### src/rtl/dmi_bus_arbiter.sv
// Two-master (JTAG DTM / APB) arbiter in front of the debug-module register file.
// One transaction in flight: accept -> drive DM request -> wait for data or timeout -> return response.
module dmi_bus_arbiter #(
  parameter int TIMEOUT_CYCLES = 255
) (
  input  logic        i_clk,
  input  logic        i_rst,
  input  logic        i_jtag_req_valid,
  output logic        o_jtag_req_ready,
  input  logic        i_jtag_write,
  input  logic [6:0]  i_jtag_addr,
  input  logic [31:0] i_jtag_wdata,
  output logic        o_jtag_resp_valid,
  input  logic        i_jtag_resp_ready,
  output logic [31:0] o_jtag_resp_data,
  output logic        o_jtag_resp_err,
  input  logic        i_apb_req_valid,
  output logic        o_apb_req_ready,
  input  logic        i_apb_write,
  input  logic [6:0]  i_apb_addr,
  input  logic [31:0] i_apb_wdata,
  output logic        o_apb_resp_valid,
  output logic [31:0] o_apb_resp_data,
  output logic        o_apb_resp_err,
  output logic        o_dm_req_valid,
  input  logic        i_dm_req_ready,
  output logic        o_dm_write,
  output logic [6:0]  o_dm_addr,
  output logic [31:0] o_dm_wdata,
  output logic        o_dm_bus_jtag,
  input  logic        i_dm_resp_valid,
  input  logic [31:0] i_dm_resp_data
);

  localparam logic [1:0] S_IDLE = 2'd0;
  localparam logic [1:0] S_REQ  = 2'd1;
  localparam logic [1:0] S_WAIT = 2'd2;
  localparam logic [1:0] S_RESP = 2'd3;

  logic [1:0]  r_state;
  logic        r_last_jtag;
  logic        r_owner;
  logic        r_write;
  logic [6:0]  r_addr;
  logic [31:0] r_wdata;
  logic [31:0] r_resp_data;
  logic        r_resp_err;
  logic [15:0] r_cnt;

  logic w_idle;
  logic w_jtag_win;
  logic w_apb_win;
  logic w_timeout;

  // On a tie the source that was not served last wins.
  assign w_idle     = (r_state == S_IDLE);
  assign w_jtag_win = w_idle & i_jtag_req_valid & (~i_apb_req_valid | ~r_last_jtag);
  assign w_apb_win  = w_idle & i_apb_req_valid & (~i_jtag_req_valid | r_last_jtag);
  assign w_timeout  = (r_cnt == 16'(TIMEOUT_CYCLES - 1));

  assign o_jtag_req_ready  = w_jtag_win;
  assign o_apb_req_ready   = w_apb_win;
  assign o_dm_req_valid    = (r_state == S_REQ);
  assign o_dm_write        = r_write;
  assign o_dm_addr         = r_addr;
  assign o_dm_wdata        = r_wdata;
  assign o_dm_bus_jtag     = r_owner;
  assign o_jtag_resp_valid = (r_state == S_RESP) & r_owner;
  assign o_apb_resp_valid  = (r_state == S_RESP) & ~r_owner;
  assign o_jtag_resp_data  = r_resp_data;
  assign o_jtag_resp_err   = r_resp_err;
  assign o_apb_resp_data   = r_resp_data;
  assign o_apb_resp_err    = r_resp_err;

  always_ff @(posedge i_clk) begin
    if (i_rst) begin
      r_state     <= S_IDLE;
      r_last_jtag <= 1'b0;
      r_owner     <= 1'b0;
      r_write     <= 1'b0;
      r_addr      <= 7'd0;
      r_wdata     <= 32'd0;
      r_resp_data <= 32'd0;
      r_resp_err  <= 1'b0;
      r_cnt       <= 16'd0;
    end else begin
      case (r_state)
        S_IDLE: begin
          if (w_jtag_win | w_apb_win) begin
            r_owner     <= w_jtag_win;
            r_last_jtag <= w_jtag_win;
            r_write     <= w_jtag_win ? i_jtag_write : i_apb_write;
            r_addr      <= w_jtag_win ? i_jtag_addr  : i_apb_addr;
            r_wdata     <= w_jtag_win ? i_jtag_wdata : i_apb_wdata;
            r_state     <= S_REQ;
          end
        end
        S_REQ: begin
          if (i_dm_req_ready) begin
            r_cnt   <= 16'd0;
            r_state <= S_WAIT;
          end
        end
        S_WAIT: begin
          // A real response beats a timeout landing in the same cycle.
          if (i_dm_resp_valid) begin
            r_resp_data <= i_dm_resp_data;
            r_resp_err  <= 1'b0;
            r_state     <= S_RESP;
          end else if (w_timeout) begin
            r_resp_data <= 32'd0;
            r_resp_err  <= 1'b1;
            r_state     <= S_RESP;
          end else begin
            r_cnt <= r_cnt + 16'd1;
          end
        end
        S_RESP: begin
          if (~r_owner | i_jtag_resp_ready) begin
            r_state <= S_IDLE;
          end
        end
        default: r_state <= S_IDLE;
      endcase
    end
  end

endmodule

### config.mk
export PLATFORM = sky130hd
export DESIGN_NAME = dmi_bus_arbiter
export DESIGN_NICKNAME = d
export VERILOG_FILES = /design/src/rtl/dmi_bus_arbiter.sv
export SDC_FILE = /design/constraint.sdc
export NUM_CORES = 1
export LEC_CHECK = 0
export ABC_AREA = 1
export BUFFER_PORTS_ARGS = -buffer_cell sky130_fd_sc_hd__buf_2
export CAP_MARGIN = 25
export CORE_ASPECT_RATIO = 0.8
export CORE_MARGIN = 4
export CORE_UTILIZATION = 46
export DETAILED_ROUTE_END_ITERATION = 12
export GPL_TIMING_DRIVEN = 0
export PLACE_DENSITY = 0.81
export SLEW_MARGIN = 30
export SYNTH_ARGS = -nofsm -noshare
export SYNTH_HDL_FRONTEND = slang
export SYNTH_SLANG_ARGS = --single-unit
### constraint.sdc
create_clock -name i_clk -period 1.95 [get_ports i_clk]
set_input_delay 0 -clock i_clk [delete_from_list [all_inputs] [get_ports i_clk]]
set_output_delay 0 -clock i_clk [all_outputs]
set_load 0.1 [all_outputs]
; After elaboration in Yosys (flattened, before gate mapping)
; Index checks and enable logic that the tools add are counted.
[word_totals]
elab_cells = 56
ff_bits = 92
input_bits = 119
[classes]
mux = 17
n_bitwise = 13
eq_ne = 10
n_reduce_logical = 7
add_sub_neg = 1
[op_table]
columns = operator, n
row1 = two-way mux 32 bit, 3
row2 = two-way mux 16 bit, 3
row3 = case mux 16 bit (2 select lines), 1
row4 = adder 16 x 1 -> 16 bit (second input constant), 1
row5 = == test 16 x 8 -> 1 bit (second input constant), 1
row6 = two-way mux 2 bit, 5
row7 = case mux 2 bit (4 select lines), 1
row8 = AND reduction 4 bit, 2
row9 = two-way mux 7 bit, 1
row10 = bitwise AND 1 bit, 6
row11 = inequality test 2 x 1 -> 1 bit (second input constant), 3
row12 = == test 2 bit (second input constant), 2
row13 = inequality test 2 bit (second input constant), 2
row14 = OR 1 bit, 4
row15 = AND reduction 2 bit, 2
row16 = nonzero test 2 bit, 2
row17 = two-way mux 1 bit, 3
row18 = inequality test 3 bit (second input constant), 1
row19 = NOT 1 bit, 3
row20 = == test 2 x 1 -> 1 bit (second input constant), 1
row21 = zero test 2 bit, 1

; Logic depth before layout (Yosys ltp)
; Gate-level depths: netlist of run 1.
[logic_depth]
depth_word = 6
depth_mapped = 11
depth_no_buf = 10

; Worst setup path before layout of run 1
; Ideal clock, no wire load.
[synth_path]
kind = reg2out
startpoint = register, netlist name o_dm_bus_jtag
endpoint = output port o_apb_req_ready
path_stages_with_launch = 3
t_arrival_ns = 2.565
setup_slack_ns = -0.615
required_time_ns = 1.950
path_cell_list = dfxtp_1 inv_1 a21oi_1
[synth_lines]
columns = element, line
row1 = to (decl), 18  ; output logic o_apb_req_ready,

; Worst setup path in the final report of run 1
[layout_path]
startpoint = register r_state[0]
endpoint = register r_resp_data[26], in the netlist o_apb_resp_data[26]
[layout_between]
elab_chain_cells = 2
[layout_lines]
columns = element, line
row1 = from (decl), 40  ; logic [1:0] r_state;
row2 = from (signal assigned), 77  ; r_state <= S_IDLE;
row3 = from (signal assigned), 95  ; r_state <= S_REQ;
row4 = from (signal assigned), 101  ; r_state <= S_WAIT;
row5 = == test 2 bit, 87  ; case (r_state)
row6 = AND reduction 2 bit (no line), n/a
row7 = to (signal assigned), 107  ; r_resp_data <= i_dm_resp_data;
row8 = to (decl), 46  ; logic [31:0] r_resp_data;
; No other way between the ends.
; A chain may end at the register's enable or synchronous reset.

==> results of run 1 <==
power by group through the flow:
| stage | clock network, mW | registers [mW] | logic, mW |
|---|---|---|---|
| 4_1_cts | 1.95 | 2.52 | 6.17 |
| 3_5_place_dp | 0 | 2.54 | 6.05 |
| 3_3_place_gp | 0 | 2.55 | 6.01 |
| 5_1_grt | 2.03 | 2.57 | 6.58 |
| 2_1_floorplan | 0 | 5.17 | 2.34 |
| 6_report | 1.93 | 2.53 | 6.23 |
state kept, by name, summed over array words and instances, names as in the netlist:
name,count
o_dm_write,1
r_state,2
o_apb_resp_data,32
o_dm_bus_jtag,1
o_apb_resp_err,1
o_dm_addr,7
o_dm_wdata,32
r_cnt,16
per-stage QoR:
step | instance area [sq um] | hold WS (ns)
detailed placement | 5870 | 0.260
floorplan | 4550 | 0.148
finish | 6790 | 0.00885
global route | 6790 | 0.0112
CTS | 6760 | 0.0000302
global placement | 5870 | 0.258
cell usage in the layout (no fill, tap or decap), types with 4 or more instances in the layout:
cell / count
nand3_1: 51
nor2_1: 21
clkbuf_16: 9
buf_4: 39
o21ai_0: 6
clkbuf_1: 14
nand3_2: 4
dfxtp_1: 91
dlygate4sd3_1: 54
o211ai_1: 40
inv_1: 70
ha_1: 5
buf_2: 236
inv_2: 5
clkbuf_2: 7
nand2_1: 214
a21oi_1: 47
nand4_1: 4
cells by family after synthesis:
| group | synth area share [%] |
|---|---|
| AND/OR/NAND/NOR | 28.5 |
| buffers and inverters | 15.2 |
| XOR/XNOR | 0.578 |
| AO/OA/AOI/OAI | 13.3 |
| flip-flops | 40.5 |
| adder cells (fa/ha/maj) | 1.93 |
per-layer routing:
layer	vias up	track usage [%]	routed length (um)
li1	2639	-	-
met4	0	8.10	346
met2	272	44.2	7260
met5	-	0	0
met1	2359	30.1	6210
met3	32	7.01	1290
critical path, cell delays in order (launching register included):
cell and delay (ns):
dfxtp_1 0.33, inv_1 0.13, ha_1 0.33, nand2_1 0.20, inv_1 0.20, buf_2 0.26
nand2_1 0.12, a21oi_1 0.18
final timing paths:
path | from | end | cells past startpoint
max | r_state[0] | o_apb_resp_data[26] | 7
min | i_jtag_wdata[17] | o_dm_wdata[17] | 5
max reg2reg | r_state[0] | o_apb_resp_data[26] | 7
min reg2reg | r_cnt[15] | r_cnt[15] | 2
what timing repair did:
action                                  CTS  global route
gates resized for setup                   4            18
hold buffers                             54             0
setup buffers                             0             1
hold endpoints to repair                 51             0
endpoints found under the setup margin    1            41
layout make-up:
class	count	area share (%)
clock buffers	11	3.72
repair buffers	285	25.2
well taps	136	2.51
multi-input cells	417	29.9
clock inverters	5	1.24
plain buffers	67	6.18
inverters	75	4.15
flip-flops and latches	92	27.2
==> flow_metrics.tcl, run 1 <==
set metrics [dict create \
    max_freq_mhz 550 \
    finalSetupTns_ns 0 \
    via_per_inst 4.87 \
    yosysTopAreaCellShare_pct 40.5 \
    crit_required_ns 2.21 \
    sequentialPowerShare_pct 23.6 \
    cts-htree-levels 3 \
    drtPass1Iterations 5 \
    cts.clk_slew.worst_paths_ns 0.07 \
    combinationalPowerShare_pct 58.3 \
    cp-start-kind "register" \
    io_pins 231 \
    grt_max_degree 16 \
    synth.most_common_cell "nand2_1" \
    seq_area_frac_synth_pct 40.5 \
    wl_per_cell_um 13.9 \
    via_count 5302 \
    switching_share_pct 55.7 \
    worst_pin_slew_ns 0.543 \
    power.density_nw_per_um2 1570 \
    clock-skew-final_ns 0.00825 \
    antenna_found_initial 0 \
    power.total_mw 10.7 \
    outcome "completed" \
    synth_edf_count 0 \
    crit_type "register to register" \
    utilization_pct 70.3 \
    synth_top_cell_by_area "dfxtp_1" \
    rows 32 \
    leakage_nw 3.62 \
    relSlewSlack_pct 64.0 \
    avgSynthCellArea_sq_um 6.98 \
    ant_nets 0 \
    dp.cells 1017 \
    cts-root-buf "clkbuf_16" \
    cp.arrival_ns 2.08 \
    n_fill_cell 770 \
    syn_nets 777 \
    drive_gt1_share_pct 33.7 \
    clockBufferDepth 2 \
    async_reset_ff_share_pct 0 \
    cts_buffers 9 \
    dieArea_sq_um 11500 \
    drt_iter0_markers 298 \
    area_delta_synth_final_pct 49.3 \
    period_needed_ns 1.82 \
    regArea_sq_um 1840 \
    place_ws_ns 0.0677 \
    dpl.hpwl_mm 10.3 \
    clkPwrFrac_pct 18.0 \
    gp_congestion 0.853 \
    finalNonFillerCells 1088 \
    insertion_delay_ns 0.33 \
    cts_tree "done" \
    grt_pass1_wl_mm 24.2 \
    gr-total-overflow 0 \
    ys_seq_elements 92 \
    yosys_warnings 0 \
    die_w_um 119 \
    layout.nets 1073 \
    dieHeight_um 96.9 \
    hold_class "input pin to register" \
    cp_max_fo 10 \
    worst_slack_ns 0.131 \
    peakVddDrop_uv 1370 \
    wl_mm 15.1 \
    syn_inst 651 \
    ys_types 28 \
    netlist_area_sq_um 4550 \
    synthFlopType "dfxtp_1" \
    synth_top_cells_by_count "216 x nand2_1, 92 x dfxtp_1, 71 x inv_1" \
    r2r_slack_ns 0.13 \
    multi_input_area_sq_um 2030 \
    start_util_pct 47.1 \
    cts_sinks 92 \
    setup_viol 0 \
    cp-end-kind "register" \
    n_antenna_cell 0 \
    drc 0 \
    power.internal_mw 4.73 \
    drv_cap 0 \
    maxSlewViolCount 0 \
    p_sw_mw 5.96 \
    synth.area.top_cells "dfxtp_1 41%, nand2_1 18%, o211ai_1 6.6%" \
    coreArea_sq_um 9650 \
    track_usage_pct 25.3 \
    port_buffers 230 \
    finalCritPeriodShare_pct 93.3 \
    hold_viol 0 \
    grt_pass1_vias 5028 \
]
Note: power is estimated with default switching activity, not from simulation.
==> run 2: changes to the inputs <==
- CORE_MARGIN: 4 -> 5
==> run 2 against run 1 <==
Net effect:
- wire length shrank 4.6%
- total power fell by 3.5%
- die area grew 3.8%
- largest cell class is now multi-input combinational cells
- highest routed layer unchanged
==> flow_metrics.tcl, run 2 (synthesis results as in run 1) <==
set metrics [dict create \
    drc 0 \
    cp_max_fo 10 \
    slowest_delay_ns 0.33 \
    coreArea_sq_um 9650 \
    cts-htree-levels 3 \
    min_path_cells 5 \
    critPathSlowestCell "dfxtp_1" \
    r2r_end "o_apb_resp_data[21]" \
    grt_pass1_vias 4775 \
    placed_area_sq_um 5870 \
    ant_nets 0 \
    cts_setup_buffers 0 \
    cts_tree "done" \
    cts.clk_slew.worst_paths_ns 0.06 \
    utilization_pct 68.2 \
    worst_pin_slew_ns 0.549 \
    cts_buffers 9 \
    path_cells "inv_1, ha_1, nand2_1, inv_1, nand2_2, inv_2, buf_4, buf_8" \
    cp-end-kind "output port" \
    n_antenna_cell 0 \
    hold_end "o_dm_addr[1]" \
    hold_class "input pin to register" \
    cts_sinks 92 \
    cp-start-kind "register" \
    drv_cap 0 \
    drive_gt1_share_pct 33.8 \
    peakVddDrop_uv 1160 \
    grt_max_degree 16 \
    most-common-layout-cells "236 x buf_2, 214 x nand2_1, 91 x dfxtp_1, 70 x inv_1, 51 x nand3_1" \
    hold_viol 0 \
    reg2reg_depth 7 \
    via_per_inst 4.77 \
    crit_top_cell "inv_1" \
    rows 32 \
    critPathBufInv 5 \
    clockBufferDepth 2 \
    cp.arrival_ns 1.83 \
    clock-skew-final_ns 0.00712 \
    crit_family "buffers and inverters" \
    layout_commonest_cell "buf_2" \
    via_count 5118 \
    r2r-start "r_state[0]" \
    min_from "i_jtag_addr[1]" \
    track_usage_pct 23.2 \
    antenna_found_initial 0 \
    period_needed_ns 1.83 \
    crit_type "register to output port" \
    dp.cells 1017 \
    final_area_sq_um 6580 \
    gr-total-overflow 0 \
    n_fill_cell 812 \
    start_util_pct 47.1 \
    wl_per_cell_um 13.4 \
    rsz0062_at_grt "yes" \
    crit_required_ns 1.95 \
    finalNonFillerCells 1073 \
    setup_viol 0 \
    layout.nets 1058 \
    drtPass1Iterations 4 \
    maxSlewViolCount 0 \
    r2r_slack_ns 0.16 \
    cts-root-buf "clkbuf_16" \
    port_buffers 230 \
    max_freq_mhz 547 \
    outcome "completed" \
    power.density_nw_per_um2 1570 \
    grt_pass1_wl_mm 22.9 \
    io_pins 231 \
    wl_mm 14.4 \
    area_delta_synth_final_pct 44.7 \
    drt_iter0_markers 294 \
    finalCritPeriodShare_pct 93.7 \
    die_w_um 121 \
    dpl.hpwl_mm 10.4 \
    gp_congestion 0.902 \
    relSlewSlack_pct 63.4 \
    leakage_nw 3.52 \
    finalSetupTns_ns 0 \
    dieArea_sq_um 12000 \
    dieHeight_um 98.9 \
    insertion_delay_ns 0.33 \
]
-- run 2: layer usage --
metal | share of wire [%] | global-route usage, %
met1 | 43 | 29.2
met2 | 46 | 39.0
met3 | 8.9 | 6.20
met4 | 1.7 | 7.24
met5 | 0 | 0
-- run 2: worst max path at each step --
stage	slack, ns	to	from	depth (start not counted)
2_1_floorplan	0.12	o_apb_resp_valid	o_dm_bus_jtag	1
3_3_place_gp	0.03	o_dm_wdata[18]	r_state[0]	10
3_5_place_dp	0.004	o_dm_wdata[19]	r_state[0]	10
4_1_cts	0.04	o_dm_wdata[31]	r_state[0]	8
5_1_grt	-0.008	o_dm_wdata[7]	r_state[0]	10
6_report	0.12	o_jtag_req_ready	r_state[0]	8
-- run 2: worst reg2reg max path, stage by stage (launching register included) --
cell,delay [ns]
dfxtp_1,0.33
inv_1,0.12
ha_1,0.32
nand2_1,0.18
inv_1,0.18
buf_2,0.25
nand2_1,0.11
a21oi_1,0.21
-- run 2: power by group --
group | internal [mW] | switching [mW] | leakage [nW]
combinational | 1.22 | 4.96 | 2.64
clock | 0.902 | 0.716 | 0.128
sequential | 2.28 | 0.239 | 0.753
-- run 2: cell type report --
type | count | area (sq um) | share of cell area (%)
clock inverters | 5 | 36.3 | 0.552
repair buffers | 270 | 1560 | 23.7
plain buffers | 67 | 418 | 6.35
flip-flops and latches | 92 | 1840 | 28.0
inverters | 75 | 282 | 4.28
multi-input cells | 417 | 2030 | 30.8
well taps | 136 | 170 | 2.59
clock buffers | 11 | 243 | 3.69
-- run 2: stage by stage --
stage               worst slack, ns  power, mW  hold WS, ns
floorplan                     0.117       7.51        0.148
global placement             0.0326       8.56        0.258
detailed placement          0.00368       8.59        0.257
CTS                          0.0410       10.3      0.00174
global route               -0.00767       10.8       0.0149
finish                        0.122       10.3       0.0114
-- run 2: repair_timing --
| item | in CTS | in global routing |
|---|---|---|
| hold buffers | 40 | 0 |
| gates cloned | 0 | 0 |
| pin swaps | 0 | 0 |
| resized for setup | 6 | 12 |
| endpoints found under the setup margin | 2 | 41 |
| hold endpoints to repair | 40 | 0 |
